**src/rtl/axis_header_insert_if.sv**
```systemverilog
// Bus bundle for the header-insert block: the data stream in, the header beat in,
// and the re-packed stream out.
//
// Handshake rule for every channel here: a beat transfers on the rising clk edge
// where valid and ready are both 1. The source holds valid and its payload stable
// until that transfer. valid never waits on ready, and ready may depend on valid.
interface axis_header_insert_if #(
    parameter int DATA_WD      = 32,
    parameter int DATA_BYTE_WD = DATA_WD / 8,
    parameter int BYTE_CNT_WD  = $clog2(DATA_BYTE_WD)
);
    // data packet from the data source
    logic                    valid_in;
    logic [DATA_WD-1:0]      data_in;
    logic [DATA_BYTE_WD-1:0] keep_in;
    logic                    last_in;
    logic                    ready_in;

    // header beat from the insert-header master
    logic                    valid_insert;
    logic [DATA_WD-1:0]      data_insert;
    logic [DATA_BYTE_WD-1:0] keep_insert;
    logic [BYTE_CNT_WD:0]    byte_insert_cnt;
    logic                    ready_insert;

    // re-packed output packet
    logic                    valid_out;
    logic [DATA_WD-1:0]      data_out;
    logic [DATA_BYTE_WD-1:0] keep_out;
    logic                    last_out;
    logic                    ready_out;

    modport master (
        output valid_in, data_in, keep_in, last_in,
        input  ready_in,
        output valid_insert, data_insert, keep_insert, byte_insert_cnt,
        input  ready_insert,
        input  valid_out, data_out, keep_out, last_out,
        output ready_out
    );

    modport slave (
        input  valid_in, data_in, keep_in, last_in,
        output ready_in,
        input  valid_insert, data_insert, keep_insert, byte_insert_cnt,
        output ready_insert,
        output valid_out, data_out, keep_out, last_out,
        input  ready_out
    );
endinterface

```
**src/rtl/axis_header_insert.sv**
```systemverilog
// Prepends the valid bytes of one header beat to an AXI-Stream packet and re-packs
// the result into full-width beats. Byte lane N-1 is first on the wire.
// The header bytes are held as a "carry". Each data beat emits the carry followed
// by the leading data bytes, and the trailing data bytes become the next carry.
module axis_header_insert #(
    parameter int DATA_WD      = 32,
    parameter int DATA_BYTE_WD = DATA_WD / 8,
    parameter int BYTE_CNT_WD  = $clog2(DATA_BYTE_WD)
) (
    input  logic                 clk,
    input  logic                 rst_n,
    axis_header_insert_if.slave  bus,
    output logic [1:0]           state_dbg
);
    localparam int N  = DATA_BYTE_WD;
    localparam int CW = BYTE_CNT_WD + 1;   // byte counts 0..N
    localparam int SW = CW + 1;            // carry + beat byte sums 0..2N

    typedef enum logic [1:0] {
        S_HDR  = 2'd0,
        S_DATA = 2'd1,
        S_TAIL = 2'd2
    } state_t;

    state_t             state_q, state_d;
    logic [DATA_WD-1:0] carry_q, carry_d;
    logic [CW-1:0]      ccnt_q, ccnt_d;

    logic               valid_out_q;
    logic [DATA_WD-1:0] data_out_q;
    logic [N-1:0]       keep_out_q;
    logic               last_out_q;

    logic               load_out;
    logic [DATA_WD-1:0] nxt_data;
    logic [N-1:0]       nxt_keep;
    logic               nxt_last;

    logic               adv, hdr_fire, data_fire, tail_fire;
    logic [CW-1:0]      hdr_cnt, beat_cnt, free_lanes;
    logic [SW-1:0]      total;
    logic [DATA_WD-1:0] packed_beat, tail_carry;
    logic [N-1:0]       hdr_keep_exp;

    // Left-aligned byte enables for m bytes (m may exceed N; then all lanes).
    function automatic logic [N-1:0] left_keep(input logic [SW-1:0] m);
        logic [N-1:0] r;
        for (int i = 0; i < N; i++) r[i] = ((i + int'(m)) >= N);
        return r;
    endfunction

    // Expand byte enables to a bit mask so disabled lanes are driven 0.
    function automatic logic [DATA_WD-1:0] lane_mask(input logic [N-1:0] k);
        logic [DATA_WD-1:0] r;
        for (int i = 0; i < N; i++) r[i*8 +: 8] = {8{k[i]}};
        return r;
    endfunction

    // The output register may take a new beat when empty or being drained.
    assign adv       = !valid_out_q || bus.ready_out;
    assign hdr_fire  = (state_q == S_HDR)  && bus.valid_insert;
    assign data_fire = (state_q == S_DATA) && adv && bus.valid_in;
    assign tail_fire = (state_q == S_TAIL) && adv;

    // The byte count is authoritative; anything above N means a full header beat.
    assign hdr_cnt = (bus.byte_insert_cnt > CW'(N)) ? CW'(N) : bus.byte_insert_cnt;

    // Count the bytes carried by the current data beat (only a last beat is partial).
    always_comb begin
        beat_cnt = CW'(N);
        if (bus.last_in) begin
            beat_cnt = '0;
            for (int i = 0; i < N; i++) beat_cnt = beat_cnt + CW'(bus.keep_in[i]);
        end
    end

    assign total       = SW'(ccnt_q) + SW'(beat_cnt);
    assign free_lanes  = CW'(N) - ccnt_q;
    // Carry sits in the low ccnt lanes just above data_in, so one shift aligns the stream.
    assign packed_beat = DATA_WD'({carry_q, bus.data_in} >> {ccnt_q, 3'b000});
    // Leftover bytes of an overflowing last beat, moved up to lane N-1 for the tail beat.
    assign tail_carry  = bus.data_in << {free_lanes, 3'b000};

    // FSM state register.
    always_ff @(posedge clk or negedge rst_n) begin
        if (!rst_n) state_q <= S_HDR;
        else        state_q <= state_d;
    end

    // FSM next-state logic.
    always_comb begin
        state_d = state_q;
        case (state_q)
            S_HDR:   if (hdr_fire) state_d = S_DATA;
            S_DATA:  if (data_fire && bus.last_in)
                         state_d = (total <= SW'(N)) ? S_HDR : S_TAIL;
            S_TAIL:  if (tail_fire) state_d = S_HDR;
            default: state_d = S_HDR;
        endcase
    end

    // FSM outputs: handshake readies, the next output beat and the next carry.
    always_comb begin
        bus.ready_insert = 1'b0;
        bus.ready_in     = 1'b0;
        load_out         = 1'b0;
        nxt_data         = '0;
        nxt_keep         = '0;
        nxt_last         = 1'b0;
        carry_d          = carry_q;
        ccnt_d           = ccnt_q;
        case (state_q)
            S_HDR: begin
                bus.ready_insert = 1'b1;
                if (hdr_fire) begin
                    carry_d = bus.data_insert;
                    ccnt_d  = hdr_cnt;
                end
            end
            S_DATA: begin
                bus.ready_in = adv;
                if (data_fire) begin
                    load_out = 1'b1;
                    carry_d  = bus.data_in;
                    if (bus.last_in && (total <= SW'(N))) begin
                        nxt_keep = left_keep(total);
                        nxt_last = 1'b1;
                        ccnt_d   = '0;
                    end else begin
                        nxt_keep = '1;
                        if (bus.last_in) begin
                            ccnt_d  = CW'(total - SW'(N));
                            carry_d = tail_carry;
                        end
                    end
                    nxt_data = packed_beat & lane_mask(nxt_keep);
                end
            end
            S_TAIL: begin
                if (tail_fire) begin
                    load_out = 1'b1;
                    nxt_keep = left_keep(SW'(ccnt_q));
                    nxt_last = 1'b1;
                    nxt_data = carry_q & lane_mask(nxt_keep);
                    ccnt_d   = '0;
                end
            end
            default: ;
        endcase
    end

    // Carry bytes and their count.
    always_ff @(posedge clk or negedge rst_n) begin
        if (!rst_n) begin
            carry_q <= '0;
            ccnt_q  <= '0;
        end else begin
            carry_q <= carry_d;
            ccnt_q  <= ccnt_d;
        end
    end

    // Output register: loads on adv, holds its payload while stalled.
    always_ff @(posedge clk or negedge rst_n) begin
        if (!rst_n) begin
            valid_out_q <= 1'b0;
            data_out_q  <= '0;
            keep_out_q  <= '0;
            last_out_q  <= 1'b0;
        end else if (adv) begin
            valid_out_q <= load_out;
            if (load_out) begin
                data_out_q <= nxt_data;
                keep_out_q <= nxt_keep;
                last_out_q <= nxt_last;
            end
        end
    end

    assign bus.valid_out = valid_out_q;
    assign bus.data_out  = data_out_q;
    assign bus.keep_out  = keep_out_q;
    assign bus.last_out  = last_out_q;
    assign state_dbg     = state_q;

    // Header byte enables implied by the clamped byte count.
    always_comb begin
        for (int i = 0; i < N; i++) hdr_keep_exp[i] = (i < int'(hdr_cnt));
    end

    a_hdr_keep: assert property (@(posedge clk) disable iff (!rst_n)
        hdr_fire |-> (bus.keep_insert == hdr_keep_exp));

endmodule
```
**src/flat_wrapper.sv**
```systemverilog
// flat-port wrapper written by rule: the top's interface ports become plain ports
module axis_header_insert_flat 
#(
    parameter int DATA_WD      = 32,
    parameter int DATA_BYTE_WD = DATA_WD / 8,
    parameter int BYTE_CNT_WD  = $clog2(DATA_BYTE_WD)
)
  (clk, rst_n, state_dbg, bus_valid_in, bus_data_in, bus_keep_in, bus_last_in, bus_ready_in, bus_valid_insert, bus_data_insert, bus_keep_insert, bus_byte_insert_cnt, bus_ready_insert, bus_valid_out, bus_data_out, bus_keep_out, bus_last_out, bus_ready_out);
  axis_header_insert_if #(.DATA_WD(DATA_WD), .DATA_BYTE_WD(DATA_BYTE_WD), .BYTE_CNT_WD(BYTE_CNT_WD)) bus_i ();
  input  logic clk;
  input  logic rst_n;
  output logic [1:0] state_dbg;
  input wire logic [$bits(bus_i.valid_in)-1:0] bus_valid_in;
  input wire logic [$bits(bus_i.data_in)-1:0] bus_data_in;
  input wire logic [$bits(bus_i.keep_in)-1:0] bus_keep_in;
  input wire logic [$bits(bus_i.last_in)-1:0] bus_last_in;
  output wire logic [$bits(bus_i.ready_in)-1:0] bus_ready_in;
  input wire logic [$bits(bus_i.valid_insert)-1:0] bus_valid_insert;
  input wire logic [$bits(bus_i.data_insert)-1:0] bus_data_insert;
  input wire logic [$bits(bus_i.keep_insert)-1:0] bus_keep_insert;
  input wire logic [$bits(bus_i.byte_insert_cnt)-1:0] bus_byte_insert_cnt;
  output wire logic [$bits(bus_i.ready_insert)-1:0] bus_ready_insert;
  output wire logic [$bits(bus_i.valid_out)-1:0] bus_valid_out;
  output wire logic [$bits(bus_i.data_out)-1:0] bus_data_out;
  output wire logic [$bits(bus_i.keep_out)-1:0] bus_keep_out;
  output wire logic [$bits(bus_i.last_out)-1:0] bus_last_out;
  input wire logic [$bits(bus_i.ready_out)-1:0] bus_ready_out;
  assign bus_i.valid_in = bus_valid_in;
  assign bus_i.data_in = bus_data_in;
  assign bus_i.keep_in = bus_keep_in;
  assign bus_i.last_in = bus_last_in;
  assign bus_ready_in = bus_i.ready_in;
  assign bus_i.valid_insert = bus_valid_insert;
  assign bus_i.data_insert = bus_data_insert;
  assign bus_i.keep_insert = bus_keep_insert;
  assign bus_i.byte_insert_cnt = bus_byte_insert_cnt;
  assign bus_ready_insert = bus_i.ready_insert;
  assign bus_valid_out = bus_i.valid_out;
  assign bus_data_out = bus_i.data_out;
  assign bus_keep_out = bus_i.keep_out;
  assign bus_last_out = bus_i.last_out;
  assign bus_i.ready_out = bus_ready_out;
  axis_header_insert #(.DATA_WD(DATA_WD), .DATA_BYTE_WD(DATA_BYTE_WD), .BYTE_CNT_WD(BYTE_CNT_WD)) u_core (.clk(clk), .rst_n(rst_n), .bus(bus_i), .state_dbg(state_dbg));
endmodule
```
**config.mk**
```make
export PLATFORM = sky130hd
export DESIGN_NAME = axis_header_insert_flat
export DESIGN_NICKNAME = d
export VERILOG_FILES = /design/src/rtl/axis_header_insert_if.sv /design/src/rtl/axis_header_insert.sv /design/src/flat_wrapper.sv
export SDC_FILE = /design/constraint.sdc
export NUM_CORES = 1
export LEC_CHECK = 0
export BUFFER_PORTS_ARGS = -buffer_cell sky130_fd_sc_hd__buf_2
export CORE_MARGIN = 1
export CORE_UTILIZATION = 40
export CTS_CLUSTER_SIZE = 16
export DETAILED_ROUTE_END_ITERATION = 12
export PLACE_DENSITY = 0.65
export SYNTH_ARGS = -nofsm -noshare
export SYNTH_HDL_FRONTEND = slang
export SYNTH_SLANG_ARGS = --single-unit
```
**constraint.sdc**
```tcl
create_clock -name clk -period 5.6 [get_ports clk]
set_input_delay 0.56 -clock clk [delete_from_list [all_inputs] [get_ports clk]]
set_output_delay 0.56 -clock clk [all_outputs]
set_load 0.01 [all_outputs]
```
# Yosys cells after proc, flatten, opt, wreduce, memory -nomap -nowiden
# Index checks and enable logic that the tools add are counted.
# totals
regBits	75
input_bits	81
output_inout_bits	42
elab_cells	90
# classes
n_addsub	12
magnitude_cmp	10
n_eq_ne	7
shift	2
muxes	35
bitwise_logic	2
n_reduce_logical	15
# ops
op	n
32-bit by 4-bit greater-or-equal comparator with 1-bit output (second input constant)	6
32-bit two-way mux	6
32-bit case mux with 2 select lines	2
32-bit AND	2
64-bit by 6-bit right shift with 32-bit output	1
32-bit by 6-bit << shifter with 32-bit output	1
3-bit two-way mux	7
4-bit two-way mux	5
2-bit by 4-bit adder with 5-bit output (first input constant)	2
3-bit case mux with 3 select lines	1
2-bit by 3-bit adder with 4-bit output (first input constant)	2
2-bit two-way mux	4
4-bit case mux with 2 select lines	1
3-bit by 1-bit adder with 3-bit output	2
1-bit logical AND	6
1-bit two-way mux	6
2-bit by 1-bit inequality test with 1-bit output (second input constant)	3
2-bit case mux with 3 select lines	1
3-bit AND reduction	2
1-bit by 4-bit adder with 5-bit output (first input constant)	1
5-bit AND reduction	1
1-bit by 3-bit adder with 4-bit output (first input constant)	1
3-bit by 3-bit adder with 4-bit output	1
4-bit by 3-bit greater-or-equal comparator with 1-bit output (second input constant)	1
other kinds (17)	18

# Depth between registers and ports, before layout
# Gate-level depths: netlist of the first run.
# logic_depth
depth_word	13
depth_mapped	14
mapped_depth_nobuf	14

# Worst setup path before layout of the first run
# OpenSTA, ideal clock, no wires.
# synth_path
path_type	input-to-reg
from	input bus_keep_in[0]
to	register u_core.carry_q[0]
setup_ns	0.126
t_arrival_ns	3.365
required_time_ns	5.474
path_slack_ns	2.109
path_stages	13
n_path_buf	1
cell_sequence	ha_1 inv_1 fa_1 inv_1 ha_1 and2_1 fa_1 nor2_1 o211a_1 nand2b_1 buf_2 o21a_1 a221o_1
# synth_via
elab_chain_len	10
# synth_lines
element	line_no	rtl
start, declared	flat_wrapper.sv:15	input wire logic [$bits(bus_i.keep_in)-1:0] bus_keep_in;
1-bit by 1-bit adder with 2-bit output	axis_header_insert.sv:73	for (int i = 0; i < N; i++) beat_cnt = beat_cnt + CW'(bus.keep_in[i]);
3-bit by 1-bit adder with 3-bit output (2 in series)	axis_header_insert.sv:73	
3-bit two-way mux	axis_header_insert.sv:71	if (bus.last_in) begin
3-bit by 3-bit adder with 4-bit output	axis_header_insert.sv:77	assign total = SW'(ccnt_q) + SW'(beat_cnt);
4-bit by 3-bit <= comparator with 1-bit output	axis_header_insert.sv:125	if (bus.last_in && (total <= SW'(N))) begin
1-bit logical AND	axis_header_insert.sv:125	
32-bit two-way mux	axis_header_insert.sv:125	
32-bit two-way mux	axis_header_insert.sv:122	if (data_fire) begin
32-bit case mux with 2 select lines	axis_header_insert.sv:112	case (state_q)
end signal, assigned	axis_header_insert.sv:158	carry_q <= carry_d;
end, declared	axis_header_insert.sv:26	logic [DATA_WD-1:0] carry_q, carry_d;
# No other way between the ends. The select of a mux whose other input is x is not followed.
# A chain may end at the register's enable or synchronous reset.

# Worst setup path in the final report of the first run
# layout_path
from	input bus_keep_in[0]
to	register u_core.data_out_q[31] (netlist: u_core.bus.data_out[31])
# layout_via
elab_chain_len	13
word_cells_on_any_way	15
classes_between	add/sub (5); order compare (2); mux (6); bitwise (1); reduce/logical (1)
# layout_lines
element	line_no	rtl
1-bit by 1-bit adder with 2-bit output (*)	axis_header_insert.sv:73	
3-bit by 1-bit adder with 3-bit output (*) (2 in series)	axis_header_insert.sv:73	
3-bit two-way mux (*)	axis_header_insert.sv:71	
3-bit by 3-bit adder with 4-bit output (*)	axis_header_insert.sv:77	
2-bit by 4-bit adder with 5-bit output or 4-bit by 3-bit <= comparator with 1-bit output (tied branches)	axis_header_insert.sv:48, axis_header_insert.sv:125	
32-bit by 4-bit greater-or-equal comparator with 1-bit output or 1-bit logical AND (tied branches)	axis_header_insert.sv:48, axis_header_insert.sv:125	
4-bit two-way mux (*)	axis_header_insert.sv:125	
4-bit two-way mux (*)	axis_header_insert.sv:122	
4-bit two-way mux (*)	axis_header_insert.sv:112	
32-bit AND (*)	axis_header_insert.sv:136	nxt_data = packed_beat & lane_mask(nxt_keep);
32-bit two-way mux (*)	axis_header_insert.sv:122	
32-bit case mux with 2 select lines (*)	axis_header_insert.sv:112	
end signal, assigned	axis_header_insert.sv:173	data_out_q <= nxt_data;
end, declared	axis_header_insert.sv:30	logic [DATA_WD-1:0] data_out_q;
# Every way passes the cells marked *; elsewhere a longest branch is shown, timed or not. The select of a mux whose other input is x is not followed.

==> results of run 1 <==
[area by class of cell]
cell class | count | area [sq um] | share of cell area, %
timing repair buffer | 125 | 646 | 9.89
inverter | 18 | 67.6 | 1.04
tap | 176 | 220 | 3.37
sequential | 75 | 1880 | 28.8
multi-input combinational | 505 | 3460 | 53.1
clock buffer | 13 | 250 | 3.83
[state kept, by name (all words and copies together), names as in the netlist]
| signal | flops |
|---|---|
| u_core.bus.data_out | 32 |
| u_core.bus.valid_out | 1 |
| u_core.bus.last_out | 1 |
| u_core.carry_q | 32 |
| u_core.ccnt_q | 3 |
| u_core.state_dbg | 2 |
| u_core.bus.keep_out | 4 |
[logic make-up (layout without fill, tap and decap cells)]
kind of cell / Yosys count / count (layout) / synth area share, %
compound gates: 201 / 201 / 24.6
xor+xnor: 1 / 1 / 0.156
fa+ha+maj: 15 / 15 / 3.62
buf+inv: 64 / 156 / 4.71
flops: 75 / 75 / 33.5
mux: 83 / 83 / 16.8
simple gates: 205 / 205 / 16.6
[metrics by stage]
stage	utilization [%]	hold slack, ns
floorplan	-	0.264
global placement	46.7	0.457
detailed placement	46.7	0.454
CTS	48.5	0.438
global route	48.5	0.485
finish	48.5	0.383
[routing by layer]
metal  GRT usage, %  vias up  share of wire, %
met4           9.34        0               2.3
met5              0        -                 0
met1           39.6     2651                48
li1               -     2602                 -
met3           3.82       30               7.9
met2           34.8      266                41
[final timing paths]
kind / start / end / slack (ns) / depth (start not counted)
max: bus_keep_in[0] / u_core.bus.data_out[31]$_DFFE_PN0P_ / 1.60 / 14
min: rst_n / u_core.bus.data_out[14]$_DFFE_PN0P_ / 0.38 / 1
max reg2reg: u_core.ccnt_q[2]$_DFFE_PN0P_ / u_core.bus.data_out[31]$_DFFE_PN0P_ / 2.21 / 8
min reg2reg: u_core.bus.keep_out[0]$_DFFE_PN0P_ / u_core.bus.keep_out[0]$_DFFE_PN0P_ / 0.46 / 2
max in group asynchronous: rst_n / u_core.ccnt_q[0]$_DFFE_PN0P_ / 4.49 / 1
min in group clk: u_core.bus.keep_out[0]$_DFFE_PN0P_ / u_core.bus.keep_out[0]$_DFFE_PN0P_ / 0.46 / 2
[cells in the final DEF, fill, tap and decap left out, types with 18 or more instances in the layout]
cell type / instances
mux2i_1: 50
a21oi_1: 44
o21ai_0: 33
o22ai_1: 18
mux2_2: 27
nor2_1: 96
nor3_1: 32
nand2_1: 30
buf_2: 117
dfrtp_1: 73
[worst register-to-register path: cells and delay by family (launching register included)]
kind / cells / cell delay (ns)
AO/OA/AOI/OAI: 3 / 1.46
XOR/XNOR: 1 / 0.35
adder cells (fa/ha/maj): 1 / 0.41
buffers and inverters: 2 / 0.62
flip-flops: 1 / 0.34
AND/OR/NAND/NOR: 1 / 0.09
[power by group through the flow]
stage / Combinational, uW / Sequential, uW / Clock, uW
detailed placement: 2570 / 1080 / 0
global placement: 2510 / 1070 / 0
global route: 2880 / 1120 / 541
finish: 2620 / 1090 / 513
CTS: 2590 / 1080 / 522
floorplan: 1920 / 1040 / 0
==> metrics, run 1 <==
status=completed; Filler Cells Inserted=1334; Setup crit end kind=flip-flop; Ys Warns=0; Setup Buffers After CTS=0; Clk Latency, worst-skew pair=0.34 ns; Core Area=13500 sq um; drt pass-1 iters=5; Synth Instances=644; Root Driver=clkbuf_16; post-CTS resize count=0; antenna cell count=0; final setup violation count=0; Leak=0.00302 uW; Post-synth top cells=nor2_1, dfrtp_1, mux2i_1; Starting Density=41.6%; Die X=120 microns; Worst setup SP type=input pin; pre-CTS WS=1.38 ns; Core Rows=42; post-placement cell area=6280 sq um; design area=6530 sq um; Netlist cell types=47; Least-Margin Pin Slew=1.24 ns; fmax=250 MHz; sequential power share=25.8%; final routed DRC violation total=0; Vias=5549; TritonCTS buffer count=9; vias in the first global route=5246; Post-synth ARST share=100%; Final Critical Period=4.00 ns; Routed Antenna Nets=0; switching pwr=2050 uW; most frequent cell after synthesis=nor2_1; Total GRT Usage=25.4%; Slew headroom=17.2%; Critical path buffers and inverters=4; Cell Chain, Critical Path=buf_2 -> ha_1 -> inv_1 -> fa_1 -> inv_1 -> ha_1 -> and2_1 -> fa_1 -> xnor2_1 -> inv_1 -> a211oi_1 -> a21oi_1 -> a221oi_1 -> nor2_1; Mean Syn Cell Area=8.70 sq um; final std cells w/o fill=912; maximum clock path buffer count=2; sequential area share after synthesis=33.5%; H-tree levels=3; crit path DAT=4.20 ns; Hold Crit Class=input pin to async pin; Final WS setup=1.60 ns; clock group share of total power=12.2%; Placed Instances=899; first-pass GRT wire length=28900 microns; period utilisation layout=71.4%; Post-Syn Nets=740; Setup Crit Path Kind=input pin to flip-flop; delay of the slowest cell on the worst path=0.53 ns; drt wl/cell=19.6 microns; Die Span Y=120 microns; Pwr Total=4220 uW; critical path's slowest cell=a221oi_1; Final HPWL DP=13300 microns; Layout Nets=830; sw frac=48.6%; worst vdd ir=0.247 mV; Slew Limit Fails=0; power density over the cells=647 nW/um^2; initial antenna violation count=0; worst path required time=5.80 ns; num ports=123; Final Hold Viols=0; max-cap check violation count=0; DRT iter0 DRCs=556; internal power=2170 uW; vias per cell=6.08; biggest area consumer among synthesized cells=dfrtp_1; largest net degree at the start of global routing=82; Post-synth EDFFs=0; Main synth FF type=dfrtp_1; CTS tree=yes; Worst path most repeated cell=inv_1; top cells by area, synth=dfrtp_1, mux2i_1, nor2_1; global route total overflow=0; part of the power in combinational logic=62.0%; register bit total from synthesis=75; share of cells above drive strength 1=23.8%; growth of design area from synthesis to finish=16.6%; clock-pin slew on the worst setup and hold paths=0.05 ns; Synth top area share=33.5%; Mapped Area=5600 sq um; Clock Skew=0.00677 ns; CTS sink cnt=75; top cell family by delay on the critical path=compound AO/OA/AOI/OAI gates; Post-Route WL=17900 microns; RSZ-0062 raised after global routing=false; Fin Setup TNS=0 ns; final estimated routing congestion in global placement=0.890; Port Buf Inserts=118; peak fanout along the critical path=9; die area=14500 sq um; Post-CTS Hold Buffers=0
Note: power is estimated with default switching activity, not from simulation.
==> run 2, diff against run 1 <==
--- a/config.mk
+++ b/config.mk
@@ -10,7 +10,7 @@
 export CORE_UTILIZATION = 40
 export CTS_CLUSTER_SIZE = 16
 export DETAILED_ROUTE_END_ITERATION = 12
-export PLACE_DENSITY = 0.65
+export PLACE_DENSITY = 0.67
 export SYNTH_ARGS = -nofsm -noshare
 export SYNTH_HDL_FRONTEND = slang
 export SYNTH_SLANG_ARGS = --single-unit
==> constraint.sdc (replaced) <==
create_clock -name clk -period 3.6 [get_ports clk]
set_input_delay 0.36 -clock clk [delete_from_list [all_inputs] [get_ports clk]]
set_output_delay 0.36 -clock clk [all_outputs]
set_load 0.01 [all_outputs]
==> metrics, run 2 (synthesis results as in run 1) <==
DRT iter0 DRCs=574 (+3.2%); global route total overflow=0 (unchanged); max-cap check violation count=0 (unchanged); WHS=0.176 ns (-0.208 ns); Root Driver=clkbuf_16; status=completed; vias in the first global route=5347 (+1.9%); CTS tree=yes; TritonCTS buffer count=9 (unchanged); first-pass GRT wire length=29700 microns (+2.5%); commonest non-fill, non-tap cells in the layout=buf_2, nor2_1, dfrtp_1, mux2i_1, a21oi_1; post-placement cell area=6390 sq um (+1.8%); Slew Limit Fails=0 (unchanged); share of cells above drive strength 1=25.8% (+2.0 points); Slew headroom=32.9% (+16 points); commonest non-fill, non-tap cell in the layout=buf_2; antenna cell count=0 (unchanged); Core Area=13500 sq um (unchanged); critical path's slowest cell=a221oi_1; Post-Route WL=18500 microns (+3.5%); Routed Antenna Nets=0 (unchanged); Post-CTS Hold Buffers=0 (unchanged); Die Span Y=120 microns (unchanged); initial antenna violation count=0 (unchanged); Setup crit end kind=flip-flop; pre-CTS WS=-0.0621 ns (-1.44 ns); Final HPWL DP=13900 microns (+4.3%); final estimated routing congestion in global placement=0.942 (+5.9%); drt pass-1 iters=5 (unchanged); peak fanout along the critical path=9 (unchanged); Total GRT Usage=26.4% (+1.0 points); Clk Latency, worst-skew pair=0.35 ns (about the same); top cell family by delay on the critical path=adder cells; CTS sink cnt=75 (unchanged); clock-pin slew on the worst setup and hold paths=0.06 ns (about the same); worst path required time=3.82 ns (-1.98 ns); Core Rows=42 (unchanged); drt wl/cell=20.0 microns (+1.7%); final setup violation count=0 (unchanged); Layout Nets=843 (+1.6%); num ports=123 (unchanged); Worst setup SP type=input pin; Least-Margin Pin Slew=1.01 ns (-0.230 ns); crit path DAT=3.60 ns (-0.60 ns); worst vdd ir=0.474 mV (+92%); utilization after layout=49.9% (+1.4 points); Critical path buffers and inverters=4 (unchanged); H-tree levels=3 (unchanged); Port Buf Inserts=118 (unchanged); maximum clock path buffer count=2 (unchanged); growth of design area from synthesis to finish=19.9%; Leak=0.00312 uW (+3.3%); Vias=5697 (+2.7%); design area=6720 sq um (+2.9%); Final Hold Viols=0 (unchanged); Cell Chain, Critical Path=buf_2 -> ha_1 -> inv_1 -> fa_1 -> inv_1 -> ha_1 -> and2_1 -> fa_1 -> xnor2_1 -> inv_1 -> ha_1 -> nor3_1 -> a21oi_1 -> a221oi_1 -> nor2_1; Final WS setup=0.220 ns (-1.38 ns); final routed DRC violation total=0 (unchanged); Die X=120 microns (unchanged); period utilisation layout=93.9%; die area=14500 sq um (unchanged); largest net degree at the start of global routing=82 (unchanged); power density over the cells=1030 nW/um^2 (+59%); delay of the slowest cell on the worst path=0.42 ns (-0.11 ns); vias per cell=6.14 (+0.90%); Hold Crit Class=input pin to async pin; Final Critical Period=3.38 ns; post-CTS resize count=0 (unchanged); Starting Density=41.6% (unchanged); Setup Crit Path Kind=input pin to flip-flop; Setup Buffers After CTS=0 (unchanged); Clock Skew=0.00679 ns (+0.0000199 ns); fmax=296 MHz; RSZ-0062 raised after global routing=false
==> run 2: cell count changes in the layout (fill, tap and decap cells not counted), sizes merged <==
| cell | change |
|---|---|
| buf | +13 |
| clkbuf | -3 |
| bufinv | +2 |
| clkinv | +2 |
| clkinvlp | +2 |
==> run 2: where the power goes <==
| group | switching (uW) | total (uW) | internal, uW |
|---|---|---|---|
| Combinational | 2460 | 4200 | 1740 |
| Clock | 370 | 996 | 626 |
| Sequential | 471 | 1730 | 1250 |
==> run 2: layout make-up <==
class                      instances  area, sq um
fill                            1321         6740
multi-input combinational        505         3460
sequential                        75         1880
timing repair buffer             138          756
clock buffer                      10          239
tap                              176          220
clock inverter                     6         88.8
inverter                          18         67.6
==> run 2: worst paths after layout <==
path | slack (ns) | cells after the start | to | from
max in group asynchronous | 2.71 | 1 | u_core.ccnt_q[0]$_DFFE_PN0P_ | rst_n
min reg2reg | 0.47 | 2 | u_core.bus.keep_out[3]$_DFFE_PN0P_ | u_core.bus.keep_out[3]$_DFFE_PN0P_
min | 0.18 | 1 | u_core.bus.data_out[20]$_DFFE_PN0P_ | rst_n
max | 0.22 | 15 | u_core.bus.data_out[27]$_DFFE_PN0P_ | bus_keep_in[0]
min in group clk | 0.31 | 2 | u_core.carry_q[1]$_DFFE_PN0P_ | bus_data_in[1]
max reg2reg | 0.65 | 6 | u_core.carry_q[26]$_DFFE_PN0P_ | u_core.ccnt_q[1]$_DFFE_PN0P_
==> run 2: layer usage <==
layer / routed length [microns] / global-route usage, %
met2: 7760 / 37.0
met4: 342 / 8.80
met5: 0 / 0
met1: 8400 / 39.8
met3: 2010 / 5.61
==> run 2: metrics by stage <==
step | cells | power [uW] | setup TNS [ns]
after floorplan | 644 | 4610 | 0
after global placement | 912 | 5720 | 0
after detailed placement | 912 | 5840 | -0.352
after CTS | 928 | 6850 | 0
after global routing | 928 | 7410 | 0
final | 928 | 6920 | 0
